`src/rtl/signed_divider_seq_if.sv`:
```
// rtl/signed_divider_seq_if.sv - operand, control and result bundle for the sequential signed divider
interface signed_divider_seq_if #(
    parameter int WIDTH = 8
);
    logic [WIDTH-1:0] sw;
    logic             load_b;
    logic             clear;
    logic             run;
    logic [WIDTH-1:0] quotient;
    logic [WIDTH-1:0] remainder;
    logic [WIDTH-1:0] bval;
    logic             busy;
    logic             done;
    logic             div_zero;
    logic             ovf;

    modport master (
        output sw, load_b, clear, run,
        input  quotient, remainder, bval, busy, done, div_zero, ovf
    );

    modport slave (
        input  sw, load_b, clear, run,
        output quotient, remainder, bval, busy, done, div_zero, ovf
    );
endinterface

```
`src/rtl/signed_divider_seq.sv`:
```
// rtl/signed_divider_seq.sv - sequential signed restoring divider, one quotient bit per cycle
module signed_divider_seq #(
    parameter int WIDTH = 8
) (
    input  logic                  clk,
    input  logic                  rst,
    signed_divider_seq_if.slave   bus
);
    localparam int CW = (WIDTH > 1) ? $clog2(WIDTH) : 1;
    localparam logic [WIDTH-1:0] MIN_VAL = {1'b1, {(WIDTH-1){1'b0}}};

    typedef enum logic [2:0] {S_IDLE, S_PREP, S_ITER, S_FIX, S_DONE} state_t;
    state_t state, state_n;

    logic [CW-1:0]    count;
    logic [WIDTH-1:0] dividend, b_r, abs_b, a, p;
    logic [WIDTH-1:0] q_r, r_r;
    logic             qneg, rneg, dz_r, ovf_r, busy_r, done_r;

    logic [WIDTH-1:0] abs_dvd, abs_bv;
    logic [WIDTH:0]   p_sh, t;
    logic [WIDTH-1:0] a_sh;
    logic             b_zero, is_ovf;

    // Magnitudes are taken as unsigned, so MIN maps to 2^(WIDTH-1) without overflow.
    always_comb begin
        abs_dvd = dividend[WIDTH-1] ? -dividend : dividend;
        abs_bv  = b_r[WIDTH-1] ? -b_r : b_r;
        b_zero  = (b_r == '0);
        is_ovf  = (dividend == MIN_VAL) && (b_r == '1);
        p_sh    = {p, a[WIDTH-1]};
        a_sh    = {a[WIDTH-2:0], 1'b0};
        t       = p_sh - {1'b0, abs_b};
    end

    always_comb begin
        state_n = state;
        case (state)
            S_IDLE: if (bus.run) state_n = S_PREP;
            S_PREP: state_n = (b_zero || is_ovf) ? S_DONE : S_ITER;
            S_ITER: if (count == CW'(WIDTH - 1)) state_n = S_FIX;
            S_FIX:  state_n = S_DONE;
            S_DONE: if (!bus.run) state_n = S_IDLE;
            default: state_n = S_IDLE;
        endcase
    end

    always_ff @(posedge clk or posedge rst) begin
        if (rst) state <= S_IDLE;
        else     state <= state_n;
    end

    always_ff @(posedge clk or posedge rst) begin
        if (rst) begin
            count    <= '0;
            dividend <= '0;
            b_r      <= '0;
            abs_b    <= '0;
            a        <= '0;
            p        <= '0;
            q_r      <= '0;
            r_r      <= '0;
            qneg     <= 1'b0;
            rneg     <= 1'b0;
            dz_r     <= 1'b0;
            ovf_r    <= 1'b0;
            busy_r   <= 1'b0;
            done_r   <= 1'b0;
        end else begin
            busy_r <= (state_n == S_PREP) || (state_n == S_ITER) || (state_n == S_FIX);
            done_r <= (state_n == S_DONE);
            case (state)
                S_IDLE, S_DONE: begin
                    if (bus.load_b) b_r <= bus.sw;
                    if (bus.clear) begin
                        q_r   <= '0;
                        r_r   <= '0;
                        dz_r  <= 1'b0;
                        ovf_r <= 1'b0;
                    end
                    if (state == S_IDLE && bus.run) dividend <= bus.sw;
                end
                S_PREP: begin
                    qneg  <= dividend[WIDTH-1] ^ b_r[WIDTH-1];
                    rneg  <= dividend[WIDTH-1];
                    abs_b <= abs_bv;
                    a     <= abs_dvd;
                    p     <= '0;
                    count <= '0;
                    dz_r  <= b_zero;
                    ovf_r <= !b_zero && is_ovf;
                    if (b_zero) begin
                        q_r <= '0;
                        r_r <= dividend;
                    end else if (is_ovf) begin
                        q_r <= MIN_VAL;
                        r_r <= '0;
                    end
                end
                S_ITER: begin
                    // Partial remainder stays below |B|, so WIDTH bits hold it between steps.
                    if (!t[WIDTH]) begin
                        p <= t[WIDTH-1:0];
                        a <= a_sh | {{(WIDTH-1){1'b0}}, 1'b1};
                    end else begin
                        p <= p_sh[WIDTH-1:0];
                        a <= a_sh;
                    end
                    count <= count + 1'b1;
                end
                S_FIX: begin
                    q_r <= qneg ? -a : a;
                    r_r <= rneg ? -p : p;
                end
                default: ;
            endcase
        end
    end

    assign bus.quotient  = q_r;
    assign bus.remainder = r_r;
    assign bus.bval      = b_r;
    assign bus.busy      = busy_r;
    assign bus.done      = done_r;
    assign bus.div_zero  = dz_r;
    assign bus.ovf       = ovf_r;
endmodule

```
`src/flat_wrapper.sv`:
```
// flat-port wrapper written by rule: the top's interface ports become plain ports
module signed_divider_seq_flat 
#(
    parameter int WIDTH = 8
)
  (clk, rst, bus_sw, bus_load_b, bus_clear, bus_run, bus_quotient, bus_remainder, bus_bval, bus_busy, bus_done, bus_div_zero, bus_ovf);
  signed_divider_seq_if #(.WIDTH(WIDTH)) bus_i ();
  input  logic clk;
  input  logic rst;
  input wire logic [$bits(bus_i.sw)-1:0] bus_sw;
  input wire logic [$bits(bus_i.load_b)-1:0] bus_load_b;
  input wire logic [$bits(bus_i.clear)-1:0] bus_clear;
  input wire logic [$bits(bus_i.run)-1:0] bus_run;
  output wire logic [$bits(bus_i.quotient)-1:0] bus_quotient;
  output wire logic [$bits(bus_i.remainder)-1:0] bus_remainder;
  output wire logic [$bits(bus_i.bval)-1:0] bus_bval;
  output wire logic [$bits(bus_i.busy)-1:0] bus_busy;
  output wire logic [$bits(bus_i.done)-1:0] bus_done;
  output wire logic [$bits(bus_i.div_zero)-1:0] bus_div_zero;
  output wire logic [$bits(bus_i.ovf)-1:0] bus_ovf;
  assign bus_i.sw = bus_sw;
  assign bus_i.load_b = bus_load_b;
  assign bus_i.clear = bus_clear;
  assign bus_i.run = bus_run;
  assign bus_quotient = bus_i.quotient;
  assign bus_remainder = bus_i.remainder;
  assign bus_bval = bus_i.bval;
  assign bus_busy = bus_i.busy;
  assign bus_done = bus_i.done;
  assign bus_div_zero = bus_i.div_zero;
  assign bus_ovf = bus_i.ovf;
  signed_divider_seq #(.WIDTH(WIDTH)) u_core (.clk(clk), .rst(rst), .bus(bus_i));
endmodule
```
`config.mk`:
```
export PLATFORM = sky130hd
export DESIGN_NAME = signed_divider_seq_flat
export DESIGN_NICKNAME = d
export VERILOG_FILES = /design/src/rtl/signed_divider_seq_if.sv /design/src/rtl/signed_divider_seq.sv /design/src/flat_wrapper.sv
export SDC_FILE = /design/constraint.sdc
export NUM_CORES = 1
export LEC_CHECK = 0
export BUFFER_PORTS_ARGS = -buffer_cell sky130_fd_sc_hd__buf_4
export CAP_MARGIN = 5
export CORE_AREA = 8 8 91 93
export CTS_CLUSTER_SIZE = 40
export DETAILED_ROUTE_END_ITERATION = 10
export DIE_AREA = 0 0 99 101
export PLACE_DENSITY = 0.76
export SETUP_SLACK_MARGIN = 0.3
export SYNTH_ARGS = -nofsm -noshare
export SYNTH_HDL_FRONTEND = slang
export SYNTH_SLANG_ARGS = --single-unit
```
`constraint.sdc`:
```
create_clock -name clk -period 7.1 [get_ports clk]
set_input_delay 1.42 -clock clk [delete_from_list [all_inputs] [get_ports clk]]
set_output_delay 1.42 -clock clk [all_outputs]
set_load 0.02 [all_outputs]
```
== Yosys cells after proc, flatten, opt, wreduce, memory -nomap -nowiden ==
Index checks and enable logic that the tools add are counted.

* Register bits after elaboration: 68
* Input bits: 13
* Output and inout port bits: 28
* Word-level logic and storage cells: 76

* Add/sub/neg operators: 6
* Equality and inequality tests: 13
* Multiplexer cells: 24
* Bitwise operators: 1
* Reductions and logical operators: 17

{| class="wikitable"
|+ Operators by type and width
! cell !! number
|-
| 8-bit 2-to-1 mux || 10
|-
| 8-bit one-hot mux with 3 select lines || 2
|-
| 8-bit negation || 4
|-
| 8-bit one-hot mux with 2 select lines || 2
|-
| 8-bit equality test (second input constant) || 2
|-
| 3-bit one-hot mux with 5 select lines || 1
|-
| 3-bit by 2-bit equality test with 1-bit output (second input constant) || 4
|-
| 3-bit 2-to-1 mux || 4
|-
| 3-bit equality test (second input constant) || 3
|-
| 9-bit by 8-bit subtractor with 9-bit output || 1
|-
| 8-bit zero test || 1
|-
| 3-bit by 1-bit equality test with 1-bit output (second input constant) || 2
|-
| 3-bit one-hot mux with 2 select lines || 1
|-
| 2-bit AND reduction || 3
|-
| 1-bit one-hot mux with 2 select lines || 2
|-
| 2-bit nonzero test || 2
|-
| 3-bit by 1-bit adder with 3-bit output (second input constant) || 1
|-
| 1-bit logical AND || 3
|-
| 3-bit zero test || 1
|-
| 1-bit logical OR || 3
|-
| 3-bit by 1-bit != test with 1-bit output (second input constant) || 1
|-
| 3-bit AND reduction || 1
|-
| 3-bit nonzero test || 1
|-
| 1-bit 2-to-1 mux || 2
|-
| 4 further kinds || 4
|}

== Longest topological paths before layout ==
* Word-level depth: 8
* Gate-level depth with buffers: 10
* Mapped depth without buffers: 9

== Least setup slack after synthesis ==
OpenSTA, ideal clock, no wires.

* Kind: flip-flop to flip-flop
* Start: register u_core.a[7]
* End: register u_core.p[3]
* Setup time: 0.132 ns
* Data arrival time: 2.335 ns
* Required time: 6.968 ns
* Setup slack: 4.633 ns
* Stages on the path, launching flop included: 11
* Path buffers: 1
* Clock period less this slack: 2.467 ns
* Path through: dfrtp_1 -> inv_1 -> ha_1 -> inv_1 -> fa_1 -> a211oi_1 -> o211ai_1 -> a221o_1 -> buf_2 -> a32oi_1 -> o31ai_1

* Word-level cells in the longest chain between the ends: 3

{| class="wikitable"
|+ Ends and longest elaborated chain
! element !! line !! RTL
|-
| start, declared || signed_divider_seq.sv:16 || <nowiki>logic [WIDTH-1:0] dividend, b_r, abs_b, a, p;</nowiki>
|-
| start signal, assigned || signed_divider_seq.sv:87 || <nowiki>a <= abs_dvd;</nowiki>
|-
| start signal, assigned || signed_divider_seq.sv:104 || <nowiki>a <= a_sh | {{(WIDTH-1){1'b0}}, 1'b1};</nowiki>
|-
| start signal, assigned || signed_divider_seq.sv:107 || <nowiki>a <= a_sh;</nowiki>
|-
| 9-bit by 8-bit subtractor with 9-bit output || signed_divider_seq.sv:33 || <nowiki>t = p_sh - {1'b0, abs_b};</nowiki>
|-
| 8-bit 2-to-1 mux || signed_divider_seq.sv:102 || <nowiki>if (!t[WIDTH]) begin</nowiki>
|-
| 8-bit one-hot mux with 2 select lines || signed_divider_seq.sv:72 || <nowiki>case (state)</nowiki>
|-
| end signal, assigned || signed_divider_seq.sv:103 || <nowiki>p <= t[WIDTH-1:0];</nowiki>
|-
| end signal, assigned || signed_divider_seq.sv:106 || <nowiki>p <= p_sh[WIDTH-1:0];</nowiki>
|-
| end, declared || signed_divider_seq.sv:16 ||
|}

Every way passes these cells.
A chain may end at the register's enable or synchronous reset.

== Final worst setup path ==
* Start: register u_core.a[7]
* End: register u_core.p[7]

The elaborated chain is that of the path after synthesis.

==> key figures <==
Worst setup path
  • Capture point of the worst reg-to-reg path: u_core.p[7]$_DFFE_PP0P_
  • WS Path Type: flop to flop
  • WP data arrival: ~3.0 ns
  • FF-to-FF setup slack: between 4 and 5 ns
  • Crit start category: flop
  • CP Capture Type: flop
  • CP Max Fanout: 12
  • Worst r2r path cells: 9
  • Req. time, crit path: ~7.4 ns
  • Worst r2r src: u_core.a[7]$_DFFE_PP0P_

CTS
  • CTS max path bufs: 2
  • PostCTS Resize Cnt: 0
  • CTS clk-pin slew, worst paths: 0.07 ns
  • H-Tree Depth: 3
  • Sink Count: 68
  • CTS buffer count: 9
  • Hold buffer count at CTS: 0
  • TritonCTS clock tree: yes
  • Worst skew pair latency: approximately 0.35 ns
  • Postcts setup bufs: 0
  • Clock root buffer: clkbuf_8

Synth
  • Most numerous cell in the Yosys netlist: dfrtp_1
  • Largest area contributor in the netlist: dfrtp_1
  • Main synth FF type: dfrtp_1
  • Yosys warnings: 0
  • Post-Syn Instances: around 370
  • Largest cells by area after synthesis: dfrtp_1, ha_1, o21ai_0
  • Sequential area share after synthesis: 0.451
  • Top post-synthesis cells by count: dfrtp_1, nand2_1, o21ai_0
  • EDFF count, synth: 0
  • Mapped Nets: approximately 400
  • Synth Cell Area: around 0.0038 mm2
  • Cell variety after synth: 58
  • Number of synthesized register bits: around 70
  • Yosys top cell area share: 0.451
  • Avg Synthesized Cell Area: approximately 10 um2
  • Asr flop ratio synth: 1.00

Detailed routing
  • Final antenna-violating net count: 0
  • Via count: between 2000 and 3000
  • Wirelength, routed: roughly 8600 um
  • Iteration-0 DRC Markers: roughly 190
  • WL per Instance: between 15 and 20 um
  • Post-route DRC violation count: 0
  • Drt first pass iters: 4
  • DR vias/cell: 5.96

Hold path
  • Hold Crit Class: flop to flop
  • Worst hold path startpoint: u_core.abs_b[5]$_DFFE_PP0P_
  • Worst Hold Path Cells: 2
  • Min-Delay Endpoint: u_core.abs_b[5]$_DFFE_PP0P_

Floorplan
  • DIE AREA: ~0.01 mm2
  • Initial core utilization: 0.544
  • Row count: 31
  • Core Region: around 0.007 mm2
  • Die Height: 101 um
  • Die width: a little under 100 um
  • # IOs: 41

Timing
  • RSZ-0062 raised after global routing: false
  • Final setup violation count: 0
  • Worst Max-Slew Pin Slew: 1.18 ns
  • Period utilisation layout: 0.385
  • Fin Clk Skew: around 0.017 ns
  • Achievable clock frequency: 366 MHz
  • Setup_tns: 0 ns
  • Slew Limit Headroom: 0.213
  • Slew Viols, Final: 0
  • Final hold vios: 0
  • Period minus WS final: around 2.7 ns

Job
  • Max-Cap Viols: 0

Cells and area
  • P&R area growth vs syn: 14.1%
  • Share of cells above drive strength 1: 0.203
  • Number of diodes: 0
  • Post-layout util: 0.620
  • Layout net count: between 400 and 500

Place
  • Port-buffer cells: 40
  • Dpl hpwl: just over 6000 um
  • Gpl congestion: 0.908

Global route
  • Total grt overflow: 0
  • Initial antenna violation count: 0
  • Vias in the first global route: 2992
  • GRT Util Overall: 0.189
  • Largest net degree at the start of global routing: between 60 and 70
  • First-pass GRT wire length: about 15000 um

Pwr
  • Pwr Density: between 500 and 600 mW/mm2
  • Peak supply drop: 301 uV
  • Cell leakage power: ~0.0020 uW

Run status
  • Status: completed
-- cells by family after synthesis --
group                      Yosys count  share of synthesized area
xor gates and xnor gates            27                     0.0626
DFF                                 68                      0.451
buffers and inverters               39                     0.0454
adders and majority gates           16                     0.0550
muxes                               21                     0.0597
and+or+nand+nor                     99                      0.138
AOI/OAI and AO/OA                  102                      0.189
-- worst max-delay path by stage --
stage	from	to	slack, ns
finish	u_core.a[7]$_DFFE_PP0P_	u_core.p[7]$_DFFE_PP0P_	4.37
CTS	u_core.a[7]$_DFFE_PP0P_	u_core.p[7]$_DFFE_PP0P_	4.37
global route	u_core.a[7]$_DFFE_PP0P_	u_core.p[7]$_DFFE_PP0P_	4.20
global placement	u_core.a[7]$_DFFE_PP0P_	u_core.p[7]$_DFFE_PP0P_	4.44
detailed placement	u_core.a[7]$_DFFE_PP0P_	u_core.p[7]$_DFFE_PP0P_	4.38
floorplan	rst	u_core.a[0]$_DFFE_PP0P_	3.97
-- where the power goes --
part / internal (uW) / switching, uW / leakage, uW
Sequential: 551 / 222 / 0.000873
Clock: 199 / 161 / 0.000106
Combinational: 506 / 624 / 0.00102
-- cells in the final DEF (no fill, tap or decap), drive strengths merged, types with 11 or more instances in the layout --
cell type,n
mux2,12
inv,21
dfrtp,68
xnor2,11
ha,15
nand2,36
nor2,26
buf,41
xor2,16
o21ai,34
-- critical path: stages, from the launching register on --
cell and delay (ns):
dfrtp_1 0.38, inv_1 0.10, ha_1 0.17, inv_1 0.05, fa_1 0.39, a211oi_1 0.38
o211ai_1 0.15, a221o_1 0.54, a311o_1 0.35, o21ai_0 0.13
-- metal layers --
layer | vias up | GRT usage | share of wire
li1 | 1396 | - | -
met1 | 1433 | 0.246 | 0.47
met2 | 82 | 0.294 | 0.45
met3 | 13 | 0.0463 | 0.054
met4 | 0 | 0.0744 | 0.021
met5 | - | 0 | 0
-- through the flow --
stage,area (um2),worst slack (ns),power [uW],hold slack [ns],std cells
finish,4310,4.37,2260,0.484,491
global route,4310,4.20,2450,0.500,491
CTS,4310,4.37,2260,0.489,491
detailed placement,4090,4.38,1900,0.472,475
global placement,4090,4.44,1860,0.465,475
floorplan,3770,3.97,1590,0.450,372
-- flip-flops by register name, indices dropped and copies added, names as in the netlist --
signal                flops
u_core.dividend           8
u_core.bus.ovf            1
u_core.bus.bval           8
u_core.a                  8
u_core.p                  8
u_core.rneg               1
u_core.count              3
u_core.bus.done           1
u_core.bus.div_zero       1
u_core.bus.busy           1
u_core.bus.quotient       8
u_core.bus.remainder      8
u_core.abs_b              8
u_core.qneg               1
u_core.state              3
-- area by class of cell --
| type | count | area, um2 |
|---|---|---|
| well taps | 82 | 103 |
| flip-flops and latches | 68 | 1700 |
| clock buffers | 9 | 124 |
| inverters | 19 | 71.3 |
| fillers | 583 | 2640 |
| clock inverters | 7 | 97.6 |
| repair buffers | 41 | 308 |
| multi-input cells | 265 | 1900 |
(Power assumes the default switching activity.)
